<file path="src/rtl/interface_out.sv">
// Result write-back: packs 8-bit matrix elements two per 16-bit word (low byte
// first) and writes the words to consecutive memory addresses from a base.
module interface_out (
    input  logic        clk,
    input  logic        rst,
    input  logic        start,
    input  logic [1:0]  size,
    input  logic [7:0]  base_addr,
    input  logic [7:0]  elem_data,
    input  logic        elem_valid,
    output logic        elem_ready,
    output logic [7:0]  mem_addr,
    output logic [15:0] mem_wdata,
    output logic        mem_we,
    output logic        busy,
    output logic        done
);

    typedef enum logic [2:0] {
        ST_IDLE   = 3'd0,
        ST_ACC_LO = 3'd1,
        ST_ACC_HI = 3'd2,
        ST_WRITE  = 3'd3,
        ST_DONE   = 3'd4
    } state_t;

    state_t      state_r;
    logic [1:0]  size_r;
    logic [7:0]  base_r;
    logic [4:0]  elem_cnt_r;
    logic [3:0]  word_idx_r;
    logic [7:0]  lo_r;
    logic        elem_ready_r;
    logic [7:0]  mem_addr_r;
    logic [15:0] mem_wdata_r;
    logic        mem_we_r;
    logic        busy_r;
    logic        done_r;

    logic        transfer_s;
    logic        last_elem_s;
    logic        last_word_s;
    logic [7:0]  write_addr_s;

    function automatic logic [4:0] elem_total(input logic [1:0] sz);
        logic [4:0] n;
        case (sz)
            2'd0:    n = 5'd4;
            2'd1:    n = 5'd9;
            2'd2:    n = 5'd16;
            2'd3:    n = 5'd25;
            default: n = 5'd4;
        endcase
        return n;
    endfunction

    function automatic logic [3:0] word_total(input logic [1:0] sz);
        logic [3:0] w;
        case (sz)
            2'd0:    w = 4'd2;
            2'd1:    w = 4'd5;
            2'd2:    w = 4'd8;
            2'd3:    w = 4'd13;
            default: w = 4'd2;
        endcase
        return w;
    endfunction

    // Handshake and end-of-job decodes from the latched job parameters.
    always_comb begin
        transfer_s   = elem_valid && elem_ready_r;
        last_elem_s  = (elem_cnt_r == (elem_total(size_r) - 5'd1));
        last_word_s  = ((word_idx_r + 4'd1) == word_total(size_r));
        write_addr_s = base_r + {4'd0, word_idx_r};
    end

    // Job sequencer; every output is registered alongside the state it belongs to.
    always_ff @(posedge clk) begin
        if (rst) begin
            state_r      <= ST_IDLE;
            size_r       <= 2'd0;
            base_r       <= 8'd0;
            elem_cnt_r   <= 5'd0;
            word_idx_r   <= 4'd0;
            lo_r         <= 8'd0;
            elem_ready_r <= 1'b0;
            mem_addr_r   <= 8'd0;
            mem_wdata_r  <= 16'd0;
            mem_we_r     <= 1'b0;
            busy_r       <= 1'b0;
            done_r       <= 1'b0;
        end else begin
            case (state_r)
                ST_IDLE: begin
                    mem_we_r <= 1'b0;
                    done_r   <= 1'b0;
                    if (start) begin
                        size_r       <= size;
                        base_r       <= base_addr;
                        elem_cnt_r   <= 5'd0;
                        word_idx_r   <= 4'd0;
                        elem_ready_r <= 1'b1;
                        busy_r       <= 1'b1;
                        state_r      <= ST_ACC_LO;
                    end else begin
                        elem_ready_r <= 1'b0;
                        busy_r       <= 1'b0;
                    end
                end
                ST_ACC_LO: begin
                    if (transfer_s) begin
                        lo_r       <= elem_data;
                        elem_cnt_r <= elem_cnt_r + 5'd1;
                        if (last_elem_s) begin
                            // Odd element count: final word carries a zero high byte.
                            mem_addr_r   <= write_addr_s;
                            mem_wdata_r  <= {8'h00, elem_data};
                            mem_we_r     <= 1'b1;
                            elem_ready_r <= 1'b0;
                            state_r      <= ST_WRITE;
                        end else begin
                            state_r <= ST_ACC_HI;
                        end
                    end else begin
                        state_r <= ST_ACC_LO;
                    end
                end
                ST_ACC_HI: begin
                    if (transfer_s) begin
                        elem_cnt_r   <= elem_cnt_r + 5'd1;
                        mem_addr_r   <= write_addr_s;
                        mem_wdata_r  <= {elem_data, lo_r};
                        mem_we_r     <= 1'b1;
                        elem_ready_r <= 1'b0;
                        state_r      <= ST_WRITE;
                    end else begin
                        state_r <= ST_ACC_HI;
                    end
                end
                ST_WRITE: begin
                    mem_we_r   <= 1'b0;
                    word_idx_r <= word_idx_r + 4'd1;
                    if (last_word_s) begin
                        elem_ready_r <= 1'b0;
                        done_r       <= 1'b1;
                        state_r      <= ST_DONE;
                    end else begin
                        elem_ready_r <= 1'b1;
                        state_r      <= ST_ACC_LO;
                    end
                end
                ST_DONE: begin
                    done_r       <= 1'b0;
                    busy_r       <= 1'b0;
                    elem_ready_r <= 1'b0;
                    mem_we_r     <= 1'b0;
                    state_r      <= ST_IDLE;
                end
                default: begin
                    elem_ready_r <= 1'b0;
                    mem_we_r     <= 1'b0;
                    busy_r       <= 1'b0;
                    done_r       <= 1'b0;
                    state_r      <= ST_IDLE;
                end
            endcase
        end
    end

    assign elem_ready = elem_ready_r;
    assign mem_addr   = mem_addr_r;
    assign mem_wdata  = mem_wdata_r;
    assign mem_we     = mem_we_r;
    assign busy       = busy_r;
    assign done       = done_r;

endmodule

</file>
<file path="config.mk">
export PLATFORM = sky130hd
export DESIGN_NAME = interface_out
export DESIGN_NICKNAME = d
export VERILOG_FILES = /design/src/rtl/interface_out.sv
export SDC_FILE = /design/constraint.sdc
export NUM_CORES = 1
export LEC_CHECK = 0
export BUFFER_PORTS_ARGS = -buffer_cell sky130_fd_sc_hd__buf_4
export CORE_MARGIN = 2
export CORE_UTILIZATION = 45
export DETAILED_ROUTE_END_ITERATION = 10
export PLACE_DENSITY = 0.67
export SKIP_CTS_REPAIR_TIMING = 1
export SYNTH_ARGS = -nofsm -noshare
export SYNTH_HDL_FRONTEND = slang
export SYNTH_SLANG_ARGS = --single-unit
export TNS_END_PERCENT = 1
</file>
<file path="constraint.sdc">
create_clock -name clk -period 2.6 [get_ports clk]
set_input_delay 0.26 -clock clk [delete_from_list [all_inputs] [get_ports clk]]
set_output_delay 0.26 -clock clk [all_outputs]
set_load 0.005 [all_outputs]
</file>
==> impl_metrics.tcl, run 1 <==
set metrics [dict create \
    port_buffers 49 \
    synth_compound_area_share_pct 22.18 \
    cp.depth 5 \
    drive_gt1_share_pct 23.14 \
    htree_levels 3 \
    worstSetupStartpointType "flop" \
    tns_ns 0 \
    cp-endpoint "mem_wdata[6]$_SDFFE_PP0P_" \
    antenna_cells 0 \
    dieArea_sq_um 6654 \
    grt_max_degree 23 \
    cts_buffers 9 \
    synthArstFlopShare_pct 0 \
    total_power_uw 2068 \
    path_buf_inv 0 \
    antenna_found_initial 0 \
    wire_per_inst_um 13.74 \
    status "finished clean" \
    finalHoldViolCount 0 \
    period_share_pct 82.38 \
    drcViolationCount 0 \
    rrSetupSlack_ns 0.46 \
    r2r-start "state_r[0]$_SDFFE_PP0P_" \
    clockPowerShare_pct 45.8 \
    cts-root-buf "clkbuf_8" \
    synth_top_family_by_area "simple AND/OR/NAND/NOR gates" \
    clk_pin_slew_ns 0.08 \
    worstPathArrival_ns 2.43 \
    seqPwrFrac_pct 45.1 \
    skew_ns 0.006406 \
    grt_overflow 0 \
    worst_skew_pair.late_latency_ns 0.35 \
    period_needed_ns 2.142 \
    netlist_area_sq_um 2708 \
    p_comb_share_pct 9.1 \
    critPathSlowestCell "or4_4" \
    utilization_pct 57.78 \
    num_io_pins 50 \
    num_rows 28 \
    fmax_ghz 0.4669 \
    swShare_pct 25.68 \
    cts_num_sinks 58 \
    initial_core_util_pct 46.28 \
    yosys_warnings 0 \
    max_cap_viol_count 0 \
    slowest_delay_ns 0.60 \
    cp_top_family "simple AND/OR/NAND/NOR gates" \
    place_congestion 0.8475 \
    fill_cells 562 \
    synth.distinct_cells 59 \
    synth_nets 335 \
    synthMuxAreaShare_pct 1.155 \
    cp_data_required_time_ns 2.89 \
    internal_power_uw 1537 \
    grt_pass1_vias 2262 \
    critPathKind "flop to flop" \
    dr.pass1.iters 4 \
    yosys.area_share.xor_xnor_pct 4.529 \
    drt_iter0_drc 154 \
    grt_pass1_wl_mm 10.12 \
    synth_cells 306 \
    drt-vias-per-instance 5.507 \
    relSlewSlack_pct 41.05 \
    maxSlewViolCount 0 \
    p_leak_uw 0.001372 \
    synthAdderAreaFrac_pct 3.512 \
    hold_path_class "primary input to flop" \
    crit_fanout 16 \
    cellPowerDensity_nw_per_um2 611.6 \
    dp_hpwl_mm 4.397 \
    hold_slack_ns 0.1410 \
    peakVddDrop_v 0.0004179 \
    cts_tree "yes" \
    rsz0062_at_grt "no" \
    die_w_um 81.57 \
    area_delta_synth_final_pct 24.86 \
    synth_edf_count 0 \
    fp.dieH_um 81.57 \
    synth_area_per_cell_sq_um 8.848 \
    worstPathCellList "nand2b_1 > nor2_2 > or4_4 > a31oi_4 > a221o_1" \
    routed_wl_mm 6.019 \
    vias 2412 \
    worst_r2r_endpoint "mem_wdata[6]$_SDFFE_PP0P_" \
    worstRegToRegCells 5 \
    final-setup-viol-count 0 \
    ctsLongestPathBuffers 2 \
    crit_start "state_r[0]$_SDFFE_PP0P_" \
    yosys.area_share.simple_pct 22.37 \
    nets 387 \
    seq_area_frac_synth_pct 42.88 \
    synth-main-ff-cell "dfxtp_1" \
    power.switching_uw 530.9 \
    core-area_sq_um 5851 \
    worst_pin_slew_ns 0.8762 \
    ys_ff_latch 58 \
    drtAntennaViolNets 0 \
    grt.total_usage_pct 20.14 \
    worst_setup_path_end_kind "flop" \
]
logic make-up after synthesis:
family / count (synthesis)
and+or+nand+nor: 118
AOI/OAI and AO/OA: 85
DFF: 58
buffers and inverters: 21
xor gates and xnor gates: 14
adders and majority gates: 7
muxes: 3
through the flow:
| stage | setup slack, ns | cell area, sq um | instances |
|---|---|---|---|
| finish | 0.4582 | 3381 | 438 |
| global route | 0.3148 | 3381 | 438 |
| CTS | 0.4751 | 3381 | 438 |
| detailed placement | 0.4925 | 3156 | 422 |
| global placement | 0.5534 | 3156 | 422 |
| floorplan | 0.7247 | 2708 | 306 |
power groups by stage:
stage | clock network (uW) | logic [uW] | registers, uW
finish | 948 | 187 | 932
global route | 1010 | 210 | 936
CTS | 970 | 189 | 932
detailed placement | 0 | 188 | 953
global placement | 0 | 186 | 952
floorplan | 0 | 126 | 943
placed cells by master (no fill, tap or decap), drive strengths merged, types with 6 or more instances in the layout:
cell     n
nor3     6
nor2    25
a22o     8
ha       6
o21ai   11
nand3    6
xnor2   11
o31ai    6
clkbuf   9
dfxtp   58
nand2   44
inv      8
buf     55
a221o    8
a21oi   30
and2     8
layer usage:
layer | track usage [%] | share of wire (%) | up-vias
met4 | 9.667 | 1.9 | 0
met1 | 23.65 | 44 | 1133
met5 | 0 | 0 | -
li1 | - | - | 1212
met3 | 5.055 | 5.2 | 10
met2 | 34.34 | 48 | 57
sequential cells by signal, summed over array words and instances (netlist names):
register and flops:
busy 1, done 1, word_idx_r 4, mem_addr 8
mem_we 1, size_r 2, base_r 8, state_r 3
elem_cnt_r 5, mem_wdata 16, elem_ready 1, lo_r 8
how the worst min path moves through the flow:
stage	start	depth (start not counted)	end	slack, ns
final	elem_data[4]	2	mem_wdata[12]$_SDFFE_PP0P_	0.14
after global routing	elem_data[4]	2	mem_wdata[12]$_SDFFE_PP0P_	0.13
after CTS	elem_data[4]	2	mem_wdata[12]$_SDFFE_PP0P_	0.13
after detailed placement	lo_r[2]$_SDFFE_PP0P_	2	lo_r[2]$_SDFFE_PP0P_	0.44
after global placement	lo_r[2]$_SDFFE_PP0P_	2	lo_r[2]$_SDFFE_PP0P_	0.44
after floorplan	elem_data[2]	1	mem_wdata[10]$_SDFFE_PP0P_	0.39
synthesized netlist by cell type (all sizes together), types with 2 or more instances:
cell | n | area (sq um)
a221o | 8 | 80.08
nor3 | 6 | 30.03
clkbuf | 9 | 33.78
a22o | 8 | 70.07
mux2i | 2 | 20.02
nor3b | 2 | 15.01
nand2 | 44 | 165.2
or3b | 2 | 17.52
and2 | 8 | 50.05
nand4 | 2 | 12.51
or3 | 2 | 13.77
nor4 | 4 | 31.28
o21a | 4 | 30.03
o21ai | 11 | 55.05
ha | 6 | 75.07
xor2 | 3 | 26.28
nand3b | 3 | 22.52
a21oi | 30 | 150.1
xnor2 | 11 | 96.34
nand2b | 3 | 18.77
o31ai | 6 | 45.04
inv | 6 | 22.52
nand3 | 6 | 30.03
nor2b | 5 | 33.78
dfxtp | 58 | 1161
a211oi | 3 | 27.52
nor2 | 25 | 112.6
nor4b | 2 | 17.52
a21boi | 2 | 15.01
buf | 5 | 31.28
layout make-up:
class,instances,area (sq um),share of cell area [%]
clock buffer,9,123.9,3.664
clock inverter,7,101.3,2.998
inverter,7,26.28,0.7772
multi-input combinational,227,1461,43.23
sequential,58,1161,34.34
tap,75,93.84,2.776
timing repair buffer,55,412.9,12.21
Power figures use the tool's default switching activity.
==> run 2: changes to the inputs <==
- PLACE_DENSITY: 0.67 -> 0.69
- clock period: 2.6 -> 1.7 ns (I/O delays scaled with it)
==> impl_metrics.tcl, run 2 (synthesis results as in run 1) <==
set metrics [dict create \
    wire_per_inst_um 13.94 \
    final_common_cell "buf_4" \
    grt_pass1_wl_mm 10.70 \
    finalHoldViolCount 0 \
    final-setup-viol-count 27 \
    initial_core_util_pct 46.28 \
    largest_reg_flops 16 \
    num_rows 28 \
    peakVddDrop_v 0.0005666 \
    power.switching_uw 795.1 \
    p_comb_share_pct 12.9 \
    fin_cells 486 \
    num_io_pins 50 \
    routed_wl_mm 6.773 \
    grt_overflow 0 \
    antenna_found_initial 0 \
    internal_power_uw 2306 \
    ctsLongestPathBuffers 2 \
    cts-root-buf "clkbuf_8" \
    period_needed_ns 1.872 \
    die_w_um 81.57 \
    grt_max_degree 26 \
    cp_data_required_time_ns 1.92 \
    worst_pin_slew_ns 0.5698 \
    vias 2575 \
    post_dp_cell_area_sq_um 3517 \
    drt_iter0_drc 110 \
    period_share_pct 110.1 \
    worst_slack_ns -0.1720 \
    final_cell_mix "buf_4 (99), dfxtp_1 (50), nand2_1 (44), a21oi_1 (30), nor2_1 (20)" \
    worstPathArrival_ns 2.09 \
    dr.pass1.iters 4 \
    rsz0062_at_grt "yes" \
    skew_ns 0.01326 \
    critPathKind "flop to flop" \
    total_power_uw 3101 \
    area_delta_synth_final_pct 42.24 \
    dieArea_sq_um 6654 \
    p_leak_uw 0.001628 \
    hold_path_class "primary input to flop" \
    cts_tree "yes" \
    pre_cts_ws_ns -0.2854 \
    utilization_pct 65.83 \
    fp.dieH_um 81.57 \
    status "finished, violations left" \
    worst_skew_pair.late_latency_ns 0.34 \
    drtAntennaViolNets 0 \
    relSlewSlack_pct 61.70 \
    htree_levels 3 \
    crit_fanout 8 \
    design_area_sq_um 3851 \
    drt-vias-per-instance 5.298 \
    drive_gt1_share_pct 37.96 \
    fmax_ghz 0.5342 \
    cts_num_sinks 58 \
    post-place-cells 468 \
    violations "setup timing" \
    drcViolationCount 0 \
    grt.total_usage_pct 21.12 \
    nets 435 \
    cellPowerDensity_nw_per_um2 805.2 \
    max_cap_viol_count 0 \
    clk_pin_slew_ns 0.08 \
    grt_pass1_vias 2445 \
    port_buffers 49 \
    core-area_sq_um 5851 \
    worst_setup_path_end_kind "flop" \
    antenna_cells 0 \
    place_congestion 0.8488 \
    clockPowerShare_pct 41.3 \
    seqPwrFrac_pct 45.8 \
    cts_buffers 9 \
    worstSetupStartpointType "flop" \
    swShare_pct 25.64 \
    maxSlewViolCount 0 \
    dp_hpwl_mm 4.969 \
]
[run 2: per-stage QoR]
| stage | hold slack, ns | TNS (ns) |
|---|---|---|
| floorplan | 0.2955 | -1.734 |
| global placement | 0.4021 | -3.152 |
| detailed placement | 0.4068 | -4.370 |
| CTS | 0.05383 | -4.862 |
| global route | 0.05630 | -4.193 |
| finish | 0.06190 | -2.762 |
[run 2: power groups by stage]
| stage | clock network, uW | logic [uW] | registers, uW |
|---|---|---|---|
| floorplan | 0 | 193 | 1440 |
| global placement | 0 | 367 | 1450 |
| CTS | 1300 | 375 | 1420 |
| global route | 1380 | 438 | 1420 |
| detailed placement | 0 | 372 | 1450 |
| finish | 1280 | 401 | 1420 |
[run 2: worst paths after layout]
| path | from | endpoint | slack (ns) | depth (start not counted) |
|---|---|---|---|---|
| worst max-delay path | size_r[0]$_SDFFE_PP0P_ | mem_wdata[6]$_SDFFE_PP0P_ | -0.17 | 6 |
| worst min-delay path | elem_data[0] | mem_wdata[8]$_SDFFE_PP0P_ | 0.06 | 2 |
| worst max register to register | size_r[0]$_SDFFE_PP0P_ | mem_wdata[6]$_SDFFE_PP0P_ | -0.17 | 6 |
| worst min register to register | lo_r[3]$_SDFFE_PP0P_ | lo_r[3]$_SDFFE_PP0P_ | 0.45 | 2 |
[run 2: area by class of cell]
class | count | area (sq um)
Tap cell | 75 | 93.84
Clock inverter | 6 | 66.31
Sequential cell | 58 | 1171
Multi-Input combinational cell | 227 | 1545
Fill cell | 479 | 1999
Timing Repair Buffer | 103 | 810.8
Inverter | 7 | 26.28
Clock buffer | 10 | 137.6
[run 2: worst max-delay path, stage by stage, from the launching register on]
cell and delay (ns):
dfxtp_2 0.34, or3b_4 0.40, a211oi_2 0.25, or4_4 0.19, a31oi_4 0.10, clkbuf_16 0.18
a221o_1 0.30
[run 2: metal layers]
layer  GRT usage [%]  vias up  routed length (um)
met1           25.51     1200                2974
met2           35.98       59                3341
met4           8.833        0                 144
li1                -     1304                   -
met3           5.055       12                 313
met5               0        -                   0
